File: src/rtl/fmap_window_reader.sv
// Read-address generator that sweeps every KxK window of a row-major feature map.
// Define WINDOW_READER_PAD_EN for "same" padding with rd_pad flagging out-of-map taps.
module fmap_window_reader #(
  parameter int unsigned IMG_W     = 28,
  parameter int unsigned IMG_H     = 28,
  parameter int unsigned K         = 3,
  parameter int unsigned ADDR_BITS = 10,
  parameter int unsigned TAP_BITS  = 4
) (
  input  logic                 clk,
  input  logic                 rst,
  input  logic                 start,
  output logic                 busy,
  output logic                 done,
  output logic [ADDR_BITS-1:0] rd_addr,
  output logic                 rd_valid,
  input  logic                 rd_ready,
  output logic [TAP_BITS-1:0]  tap_idx,
  output logic                 last_tap,
  output logic                 last_win,
  output logic                 rd_pad
);

`ifdef WINDOW_READER_PAD_EN
  localparam int unsigned P  = (K - 1) / 2;
  localparam int unsigned OW = IMG_W;
  localparam int unsigned OH = IMG_H;
  localparam int unsigned SW = ADDR_BITS + 2;
  localparam logic signed [SW-1:0] H_S = SW'(IMG_H);
  localparam logic signed [SW-1:0] W_S = SW'(IMG_W);
  localparam logic signed [SW-1:0] P_S = SW'(P);
`else
  localparam int unsigned P  = 0;
  localparam int unsigned OW = IMG_W - K + 1;
  localparam int unsigned OH = IMG_H - K + 1;
`endif
  localparam int unsigned CW = ADDR_BITS;

  localparam logic [CW-1:0]        K_LAST   = CW'(K - 1);
  localparam logic [CW-1:0]        OW_LAST  = CW'(OW - 1);
  localparam logic [CW-1:0]        OH_LAST  = CW'(OH - 1);
  localparam logic [ADDR_BITS-1:0] ROW_STEP = ADDR_BITS'(IMG_W);
  // Address of pixel (-P,-P); modular wrap is harmless since padded taps force rd_addr to 0.
  localparam logic [ADDR_BITS-1:0] BASE0    = ADDR_BITS'(0) - ADDR_BITS'(P * IMG_W + P);

  localparam logic [1:0] S_IDLE = 2'd0;
  localparam logic [1:0] S_RUN  = 2'd1;
  localparam logic [1:0] S_DONE = 2'd2;

  logic [1:0]           state_q, state_d;
  logic [CW-1:0]        kc_q, kc_d, kr_q, kr_d, oc_q, oc_d, orow_q, orow_d;
  logic [TAP_BITS-1:0]  tap_q, tap_d;
  // line: window-row origin, win: window origin, row: current tap row start, pix: current tap
  logic [ADDR_BITS-1:0] line_q, line_d, win_q, win_d, row_q, row_d, pix_q, pix_d;
  logic [ADDR_BITS-1:0] addr_q, addr_d;
  logic                 busy_q, busy_d, done_q, done_d, valid_q, valid_d;
  logic                 last_tap_q, last_tap_d, last_win_q, last_win_d, pad_q, pad_d;
`ifdef WINDOW_READER_PAD_EN
  logic signed [SW-1:0] r_s, c_s;
`endif

  // Next-state: carry chain kc -> kr -> oc -> orow with incremental address bases.
  always_comb begin
    state_d = state_q;
    kc_d    = kc_q;
    kr_d    = kr_q;
    oc_d    = oc_q;
    orow_d  = orow_q;
    tap_d   = tap_q;
    line_d  = line_q;
    win_d   = win_q;
    row_d   = row_q;
    pix_d   = pix_q;
    case (state_q)
      S_IDLE: begin
        if (start) begin
          state_d = S_RUN;
          kc_d    = '0;
          kr_d    = '0;
          oc_d    = '0;
          orow_d  = '0;
          tap_d   = '0;
          line_d  = BASE0;
          win_d   = BASE0;
          row_d   = BASE0;
          pix_d   = BASE0;
        end
      end
      S_RUN: begin
        if (rd_ready) begin
          if (kc_q != K_LAST) begin
            kc_d  = kc_q + CW'(1);
            tap_d = tap_q + TAP_BITS'(1);
            pix_d = pix_q + ADDR_BITS'(1);
          end else begin
            kc_d = '0;
            if (kr_q != K_LAST) begin
              kr_d  = kr_q + CW'(1);
              tap_d = tap_q + TAP_BITS'(1);
              row_d = row_q + ROW_STEP;
              pix_d = row_q + ROW_STEP;
            end else begin
              kr_d  = '0;
              tap_d = '0;
              if (oc_q != OW_LAST) begin
                oc_d  = oc_q + CW'(1);
                win_d = win_q + ADDR_BITS'(1);
                row_d = win_q + ADDR_BITS'(1);
                pix_d = win_q + ADDR_BITS'(1);
              end else begin
                oc_d = '0;
                if (orow_q != OH_LAST) begin
                  orow_d = orow_q + CW'(1);
                  line_d = line_q + ROW_STEP;
                  win_d  = line_q + ROW_STEP;
                  row_d  = line_q + ROW_STEP;
                  pix_d  = line_q + ROW_STEP;
                end else begin
                  orow_d  = '0;
                  state_d = S_DONE;
                end
              end
            end
          end
        end
      end
      S_DONE:  state_d = S_IDLE;
      default: state_d = S_IDLE;
    endcase
  end

  // Output values derived from the next counter state so they register alongside it.
  always_comb begin
    busy_d     = (state_d != S_IDLE);
    done_d     = (state_d == S_DONE);
    valid_d    = 1'b0;
    last_tap_d = 1'b0;
    last_win_d = 1'b0;
    pad_d      = 1'b0;
    addr_d     = '0;
`ifdef WINDOW_READER_PAD_EN
    r_s = SW'(orow_d) + SW'(kr_d) - P_S;
    c_s = SW'(oc_d) + SW'(kc_d) - P_S;
`endif
    if (state_d == S_RUN) begin
      valid_d    = 1'b1;
      last_tap_d = (kc_d == K_LAST) && (kr_d == K_LAST);
      last_win_d = (oc_d == OW_LAST) && (orow_d == OH_LAST);
`ifdef WINDOW_READER_PAD_EN
      pad_d = (r_s < 0) || (r_s >= H_S) || (c_s < 0) || (c_s >= W_S);
`else
      pad_d = 1'b0;
`endif
      addr_d = pad_d ? '0 : pix_d;
    end
  end

  always_ff @(posedge clk or posedge rst) begin
    if (rst) begin
      state_q    <= S_IDLE;
      kc_q       <= '0;
      kr_q       <= '0;
      oc_q       <= '0;
      orow_q     <= '0;
      tap_q      <= '0;
      line_q     <= '0;
      win_q      <= '0;
      row_q      <= '0;
      pix_q      <= '0;
      addr_q     <= '0;
      busy_q     <= 1'b0;
      done_q     <= 1'b0;
      valid_q    <= 1'b0;
      last_tap_q <= 1'b0;
      last_win_q <= 1'b0;
      pad_q      <= 1'b0;
    end else begin
      state_q    <= state_d;
      kc_q       <= kc_d;
      kr_q       <= kr_d;
      oc_q       <= oc_d;
      orow_q     <= orow_d;
      tap_q      <= tap_d;
      line_q     <= line_d;
      win_q      <= win_d;
      row_q      <= row_d;
      pix_q      <= pix_d;
      addr_q     <= addr_d;
      busy_q     <= busy_d;
      done_q     <= done_d;
      valid_q    <= valid_d;
      last_tap_q <= last_tap_d;
      last_win_q <= last_win_d;
      pad_q      <= pad_d;
    end
  end

  assign busy     = busy_q;
  assign done     = done_q;
  assign rd_valid = valid_q;
  assign rd_addr  = addr_q;
  assign tap_idx  = tap_q;
  assign last_tap = last_tap_q;
  assign last_win = last_win_q;
  assign rd_pad   = pad_q;

endmodule

File: config.mk
export PLATFORM = sky130hd
export DESIGN_NAME = fmap_window_reader
export DESIGN_NICKNAME = d
export VERILOG_FILES = /design/src/rtl/fmap_window_reader.sv
export SDC_FILE = /design/constraint.sdc
export NUM_CORES = 1
export LEC_CHECK = 0
export BUFFER_PORTS_ARGS = -buffer_cell sky130_fd_sc_hd__buf_2
export CAP_MARGIN = 15
export CORE_MARGIN = 2
export CORE_UTILIZATION = 35
export CTS_BUF_LIST = sky130_fd_sc_hd__clkbuf_16
export CTS_CLUSTER_SIZE = 20
export DETAILED_ROUTE_END_ITERATION = 8
export GPL_TIMING_DRIVEN = 0
export PLACE_DENSITY = 0.51
export SKIP_LAST_GASP = 1
export SYNTH_ARGS = -nofsm -noshare
export SYNTH_HDL_FRONTEND = slang
export SYNTH_SLANG_ARGS = --single-unit
File: constraint.sdc
create_clock -name clk -period 2.94 [get_ports clk]
set_clock_uncertainty 0.05 [all_clocks]
set_input_delay 0.147 -clock clk [delete_from_list [all_inputs] [get_ports clk]]
set_output_delay 0.147 -clock clk [all_outputs]
set_load 0.01 [all_outputs]
==> results of run 1 <==
## timing repair
| action | 4_1_cts | 5_1_grt |
|---|---|---|
| gates resized for setup | 38 | 33 |
| pin swaps | 8 | 8 |
| hold endpoints to repair | 65 | 0 |
| hold buffers | 1 | 0 |
| setup buffers | 12 | 4 |
| setup endpoints to repair | 39 | 29 |
## tightest hold or removal path: stages
cell and delay (ns):
sky130_fd_sc_hd__buf_2 0.10, sky130_fd_sc_hd__and4_1 0.18, sky130_fd_sc_hd__nand2_1 0.06, sky130_fd_sc_hd__o21ai_0 0.12
## worst max-delay path by stage
stage	startpoint	endpoint	slack, ns	depth (start not counted)
after detailed placement	kc_q[0]	rd_addr[8]	-0.86	9
after global routing	kr_q[6]	last_win	-0.17	9
after CTS	kr_q[6]	last_win	-0.05	9
final	kr_q[6]	last_win	-0.03	9
after global placement	rst	oc_q[3]	-1.21	2
after floorplan	rst	busy	0.15	1
## report_power, final
part | switching, uW | internal (uW) | leakage [uW]
Combinational | 973 | 658 | 0.00156
Clock | 527 | 642 | 0.000140
Sequential | 317 | 1640 | 0.00129
Total | 1820 | 2940 | 0.00299
## placed cells by master, fill, tap and decap left out, drive strengths merged, types with 4 or more instances in the layout
| cell | Yosys | final |
|---|---|---|
| inv | 15 | 16 |
| or3b | 4 | 4 |
| a211oi | 5 | 5 |
| or3 | 4 | 4 |
| nand4 | 12 | 12 |
| nor3 | 22 | 22 |
| buf | 10 | 53 |
| nor4 | 9 | 9 |
| nand3b | 4 | 4 |
| o21ai | 81 | 81 |
| a21oi | 44 | 44 |
| or2 | 5 | 5 |
| nor2 | 68 | 68 |
| o31ai | 13 | 13 |
| clkinv | 1 | 4 |
| nand3 | 32 | 32 |
| nand2b | 4 | 4 |
| and4 | 6 | 6 |
| nand2 | 95 | 95 |
| and2 | 8 | 8 |
| a21o | 6 | 6 |
| o211ai | 6 | 6 |
| and3 | 14 | 14 |
| xor2 | 17 | 17 |
| mux2i | 4 | 4 |
| a22o | 7 | 7 |
| a31oi | 13 | 13 |
| xnor2 | 10 | 10 |
| ha | 13 | 13 |
| clkbuf | 23 | 27 |
| dfrtp | 99 | 99 |
## cell families (layout without fill, tap and decap cells)
kind of cell | Yosys count | count (layout) | share of synthesized area [%]
AO/OA/AOI/OAI | 205 | 205 | 21.3
XOR/XNOR | 27 | 27 | 4.01
adder cells (fa/ha/maj) | 13 | 13 | 2.76
buffers and inverters | 49 | 102 | 3.39
flip-flops | 99 | 99 | 42.0
multiplexers | 6 | 6 | 1.06
other | 1 | 1 | 0.0636
AND/OR/NAND/NOR | 299 | 299 | 25.4
## final cells by class
type	count	area [um^2]	area share, %
plain buffers	32	168	2.43
clock buffers	9	225	3.27
clock inverters	5	47.5	0.690
inverters	16	62.6	0.908
multi-input cells	551	3370	48.9
flip-flops and latches	99	2480	36.0
well taps	220	275	3.99
repair buffers	40	264	3.83
## flip-flops by register name (all words and copies together), names as in the netlist, 2 cells and up
register and count:
win_q 10, rd_addr 10, kc_q 10, oc_q 10, line_q 8, orow_q 10, state_q 2, tap_idx 4
row_q 10, pix_q 10, kr_q 10
## layer usage
| metal | GRT usage (%) | routed length (um) | vias to the layer above |
|---|---|---|---|
| li1 | - | - | 2636 |
| met1 | 31.2 | 8960 | 2677 |
| met2 | 33.1 | 8400 | 180 |
| met3 | 2.46 | 889 | 28 |
| met4 | 7.21 | 357 | 0 |
| met5 | 0 | 0 | - |
## per-stage QoR
stage | std cells | worst slack [ns]
final | 972 | -0.0270
after global routing | 972 | -0.173
after CTS | 969 | -0.0531
after detailed placement | 942 | -0.858
after global placement | 941 | -1.21
after floorplan | 699 | 0.153
==> impl_results.md, run 1 <==
- Clock slew seen by the registers of the worst setup and hold paths: 0.07 ns
- TNS Setup: -0.0270 ns
- Number of top-level design ports: 24
- CTS Buf Count: 9
- Clock net sink count: 99
- Cells after Synth: 699
- Share of the clock period used by the worst path: 101%
- Data arrival time of the critical path: 3.21 ns
- Worst path slowest cell: sky130_fd_sc_hd__nor4_1
- Outcome: complete, but fails checks
- Pin count of the biggest net entering global routing: 67
- Cells along the critical path: nor4_1 -> nand3_2 -> buf_2 -> o21ai_2 -> nand2_1 -> a21o_1 -> nor3_1 -> nand4b_1 -> and4bb_1
- Clock Tree Root: sky130_fd_sc_hd__clkbuf_16
- Cell row count: 47
- Post-detailed-route DRC marker count: 0
- Start point of the worst min-delay path: rd_ready
- Max rail drop VDD: 0.301 mV
- Count of nets after finishing: 766
- Max Cap Violations: 0
- Detail-routed net length per standard cell: 19.1 um
- Sum of internal, switching and leakage power: 4750 uW
- Floorplan die height: 134 um
- Fraction of registers with async set/reset: 100%
- Vias in the first global route: 5,136
- Avg Synthesized Cell Area: 8.44 um^2
- Fraction of final layout cells sized beyond drive strength 1: 15.3%
- Power density relative to cell area: 690 nW/um^2
- Required time at the worst-slack endpoint: 3.18 ns
- Count of unique library cells instantiated by Yosys: 71
- Total placed instance area: 6300 um^2
- Maximum cell stage delay along the critical path: 0.50 ns
- Clock insertion delay at the later pin of the skew report: 0.36 ns
- Buffering stage count on the worst path with inverters included: 1
- DR vias/cell: 5.68
- Max Freq: 0.337 GHz
- Worst min-delay path category: input pin to register
- Count of cells along the worst hold path: 4
- Number of slew-limit violations in the final report: 0
- Area added between synthesis and finish: 16.8%
- Kind of end point of the critical path: register
- Cell leakage power: 0.00299 uW
- Initial antenna violation count: 0
- Fin. Hold Viols: 0
- Core area: 16,500 um^2
- TritonCTS clock tree: yes
- Total via count in the routed design: 5,521
- Post-synth design cell area: 5900 um^2
- IO Port Bufs: 22
- Reg-to-reg slack, setup: -0.03 ns
- Critical path type: register to register
- Dominant cells by area after synthesis: sky130_fd_sc_hd__dfrtp_1 (42%), sky130_fd_sc_hd__o21ai_0 (6.6%), sky130_fd_sc_hd__nand2_1 (6.0%)
- Most used flip-flop cell after synthesis: sky130_fd_sc_hd__dfrtp_1
- Worst path setup slack after routing: -0.0270 ns
- Initial core utilization: 35.7%
- Setup repair after global routing missed its margin: true
- Post-route design area: 6890 um^2
- Failing checks: setup timing
- Sequential area share after synthesis: 42.0%
- Transition time at the pin with the least slew margin: 0.825 ns
- Headroom to the max-slew limit: 45.0%
- Startpoint type of the worst setup path: register
- Clock tree buffer depth: 2
- Iter 0 DRT Violations: 599
- HPWL after detailed placement: 13,500 um
- Biggest area consumer among synthesized cells: sky130_fd_sc_hd__dfrtp_1
- Total gr overflow: 0
- R2r endpoint: last_win
- Filler cells: 1,657
- Wire length of the first global-routing pass: 29,400 um
- Number of detailed-routing iterations run before antenna repair: 7
- Critical R2R Launch: kr_q[6]
- Endpoint of the worst hold-timing path: kc_q[3]
- Most numerous cell in the Yosys netlist: sky130_fd_sc_hd__dfrtp_1
- Worst Reg-to-Reg Cells: 9
- Top fanout value on the critical path: 10
- Global routing usage summed across all routing layers: 21.4%
- Antenna cell count: 0
- Count of H-tree levels built during CTS: 3
- Minimum clock period after layout: 2.97 ns
- Count of warnings emitted by yosys: 0
- Area share of the largest cell type after synthesis: 42.0%
- Total of flip-flops plus latches after synthesis: 99
- Final wirelength: 18,600 um
- Top cells by count, synth: sky130_fd_sc_hd__dfrtp_1 (99), sky130_fd_sc_hd__nand2_1 (95), sky130_fd_sc_hd__o21ai_0 (78)
- Die Width: 134 um
- GP Congestion: 0.955
- Net count of the mapped netlist: 716
- Total of endpoints with negative setup slack in the final report: 1
- Delay-heaviest family, CP: simple AND/OR/NAND/NOR gates
- Finished Core Util: 41.7%
- Worst Hold Slack: 0.285 ns
- Die area: 17,900 um^2
- Post-DRT Antenna Nets: 0
- EDFF count, synth: 0
(Power assumes the default switching activity.)
==> run 2: changes to the inputs <==
- PLACE_DENSITY: 0.51 -> default
- PLACE_DENSITY_LB_ADDON: default -> 0.12
==> impl_results.md, run 2 (same netlist as run 1, synthesis figures left out) <==
- Count of H-tree levels built during CTS: 3 (unchanged)
- Worst min-delay path category: input pin to register
- Required time at the worst-slack endpoint: 3.13 ns (-0.05 ns)
- DR vias/cell: 5.74 (+1.0%)
- Post-detailed-route DRC marker count: 0 (unchanged)
- Final wirelength: 19,100 um (+2.5%)
- Storage cell area: 2480 um^2 (about the same)
- Cell leakage power: 0.00312 uW (+4.7%)
- Worst setup startpoint: orow_q[2]
- Total gr overflow: 0 (unchanged)
- Transition time at the pin with the least slew margin: 0.723 ns (-0.102 ns)
- Detail-routed net length per standard cell: 19.3 um (+0.59%)
- Total of endpoints with negative setup slack in the final report: 0 (-1)
- HPWL after detailed placement: 13,500 um (+0.25%)
- Placed cells: 942 (unchanged)
- Number of detailed-routing iterations run before antenna repair: 8 (+1)
- Worst setup slack after placement: -0.965 ns (-0.107 ns)
- Share of the clock period used by the worst path: 99.0% (-1.9 points)
- Clock insertion delay at the later pin of the skew report: 0.35 ns (about the same)
- Post-DRT Antenna Nets: 0 (unchanged)
- Total via count in the routed design: 5,681 (+2.9%)
- Worst path setup slack after routing: 0.0297 ns (+0.0567 ns)
- Buffering stage count on the worst path with inverters included: 2 (+1)
- Iter 0 DRT Violations: 655 (+9.3%)
- Max Freq: 0.344 GHz (+1.9%)
- Area added between synthesis and finish: 22.3%
- Antenna cell count: 0 (unchanged)
- Top fanout value on the critical path: 10 (unchanged)
- Die Width: 134 um (unchanged)
- Clock tree buffer depth: 2 (unchanged)
- Kind of end point of the critical path: register
- Startpoint type of the worst setup path: register
- Flop pwr share: 38.7% (-2.4 points)
- Core area: 16,500 um^2 (unchanged)
- Count of nets after finishing: 783 (+2.2%)
- Vias in the first global route: 5,250 (+2.2%)
- Clock slew seen by the registers of the worst setup and hold paths: 0.07 ns (about the same)
- Critical R2R Launch: orow_q[2]
- Die area: 17,900 um^2 (unchanged)
- Worst path slowest cell: sky130_fd_sc_hd__or4_4
- Number of top-level design ports: 24 (unchanged)
- Setup repair after global routing missed its margin: true
- Clock net sink count: 99 (unchanged)
- Wire length of the first global-routing pass: 30,000 um (+1.9%)
- Final non-filler cell total: 990 (+1.9%)
- Headroom to the max-slew limit: 51.8% (+6.8 points)
- Filler cells: 1,642 (-0.91%)
- Internal power contribution: 3170 uW (+7.9%)
- Critical path type: register to register
- Outcome: complete, no violations
- Most used cells in the layout excluding fill and tap cells: sky130_fd_sc_hd__dfrtp_1 (97), sky130_fd_sc_hd__nand2_1 (92), sky130_fd_sc_hd__o21ai_0 (70)
- TritonCTS clock tree: yes
- Floorplan die height: 134 um (unchanged)
- Delay-heaviest family, CP: simple AND/OR/NAND/NOR gates
- Cells along the critical path: or4_4 -> or3_4 -> buf_6 -> clkbuf_4 -> o21ai_0 -> a21oi_1 -> o211ai_1 -> o211ai_1 -> and2_1
- Cell row count: 47 (unchanged)
- Fraction of final layout cells sized beyond drive strength 1: 19.1% (+3.8 points)
- IO Port Bufs: 22 (unchanged)
- Start point of the worst min-delay path: rd_ready
- Fin. Hold Viols: 0 (unchanged)
- Global routing usage summed across all routing layers: 21.6% (+0.19 points)
- Pin count of the biggest net entering global routing: 51 (-24%)
- Power density relative to cell area: 699 nW/um^2 (+1.2%)
- Minimum clock period after layout: 2.91 ns (-0.0567 ns)
- Initial core utilization: 35.7% (unchanged)
- Clock power frac: 27.2% (+2.6 points)
- Clock Tree Root: sky130_fd_sc_hd__clkbuf_16
- Most common cell on crit path: sky130_fd_sc_hd__o211ai_1
- GP Congestion: 0.931 (-2.5%)
- Area used by multi-input combinational logic: 3460 um^2 (+2.9%)
- Max rail drop VDD: 0.347 mV (+15%)
- Initial antenna violation count: 0 (unchanged)
- Most common cell after layout, fill and taps aside: sky130_fd_sc_hd__dfrtp_1
- Max Cap Violations: 0 (unchanged)
- Share of total power in combinational logic: 34.1% (-0.2 points)
- Data arrival time of the critical path: 3.10 ns (-0.11 ns)
- CTS Buf Count: 9 (unchanged)
- Maximum cell stage delay along the critical path: 0.59 ns (+0.09 ns)
- Number of slew-limit violations in the final report: 0 (unchanged)
- Psw: 1870 uW (+2.7%)
- Fraction of power spent switching nets: 37.1% (-1.2 points)
==> run 2: layout make-up <==
class / count / area share, %
Multi-Input combinational cell: 551 / 48.0
Sequential cell: 99 / 34.4
Timing Repair Buffer: 57 / 5.88
Tap cell: 220 / 3.82
Clock buffer: 9 / 3.12
Buffer: 32 / 2.41
Clock inverter: 6 / 1.46
Inverter: 16 / 0.868
==> run 2: power by group through the flow <==
stage | logic, uW | clock network (uW) | registers [uW]
5_1_grt | 1890 | 1460 | 1990
6_report | 1720 | 1370 | 1950
3_3_place_gp | 1470 | 0 | 1960
4_1_cts | 1630 | 1390 | 1940
3_5_place_dp | 1480 | 0 | 1960
2_1_floorplan | 1020 | 0 | 1920
==> run 2: worst min-delay path, delay by kind of cell <==
family,cells,cell delay (ns)
AND/OR/NAND/NOR,2,0.25
buffers and inverters,1,0.10
AO/OA/AOI/OAI,1,0.12
==> run 2: stage by stage <==
| step | area (um^2) | TNS [ns] | total power, uW | hold WS, ns | util [%] |
|---|---|---|---|---|---|
| floorplan | 5900 | 0 | 2930 | 0.398 | - |
| global placement | 6280 | -138.54 | 3430 | 0.426 | 38.0 |
| detailed placement | 6310 | -15.95 | 3440 | 0.243 | 38.2 |
| CTS | 6950 | -0.0300 | 4960 | 0.300 | 42.1 |
| global route | 7210 | -0.0637 | 5340 | 0.331 | 43.6 |
| finish | 7210 | 0 | 5040 | 0.296 | 43.6 |
==> run 2: worst paths after layout <==
kind,end,slack [ns],depth (start not counted)
worst max-delay path,rd_addr[3],0.03,9
worst min-delay path,kc_q[3],0.30,4
worst max register to register,rd_addr[3],0.03,9
worst min register to register,row_q[0],0.45,2
max in group asynchronous,oc_q[7],1.74,4
min in group asynchronous,rd_addr[8],0.39,3
==> run 2: repair_timing <==
| action | CTS | global route |
|---|---|---|
| hold endpoints to repair | 49 | 0 |
| pin swaps | 9 | 17 |
| setup buffers | 19 | 14 |
| setup endpoints to repair | 41 | 19 |
| hold buffers | 1 | 0 |
| resized for setup | 43 | 48 |
==> run 2: per-layer routing <==
layer | track usage (%) | vias to the layer above | wire length, um
li1 | - | 2679 | -
met1 | 32.0 | 2794 | 9130
met2 | 32.4 | 180 | 8550
met3 | 3.44 | 28 | 984
met4 | 6.56 | 0 | 403
met5 | 0 | - | 0
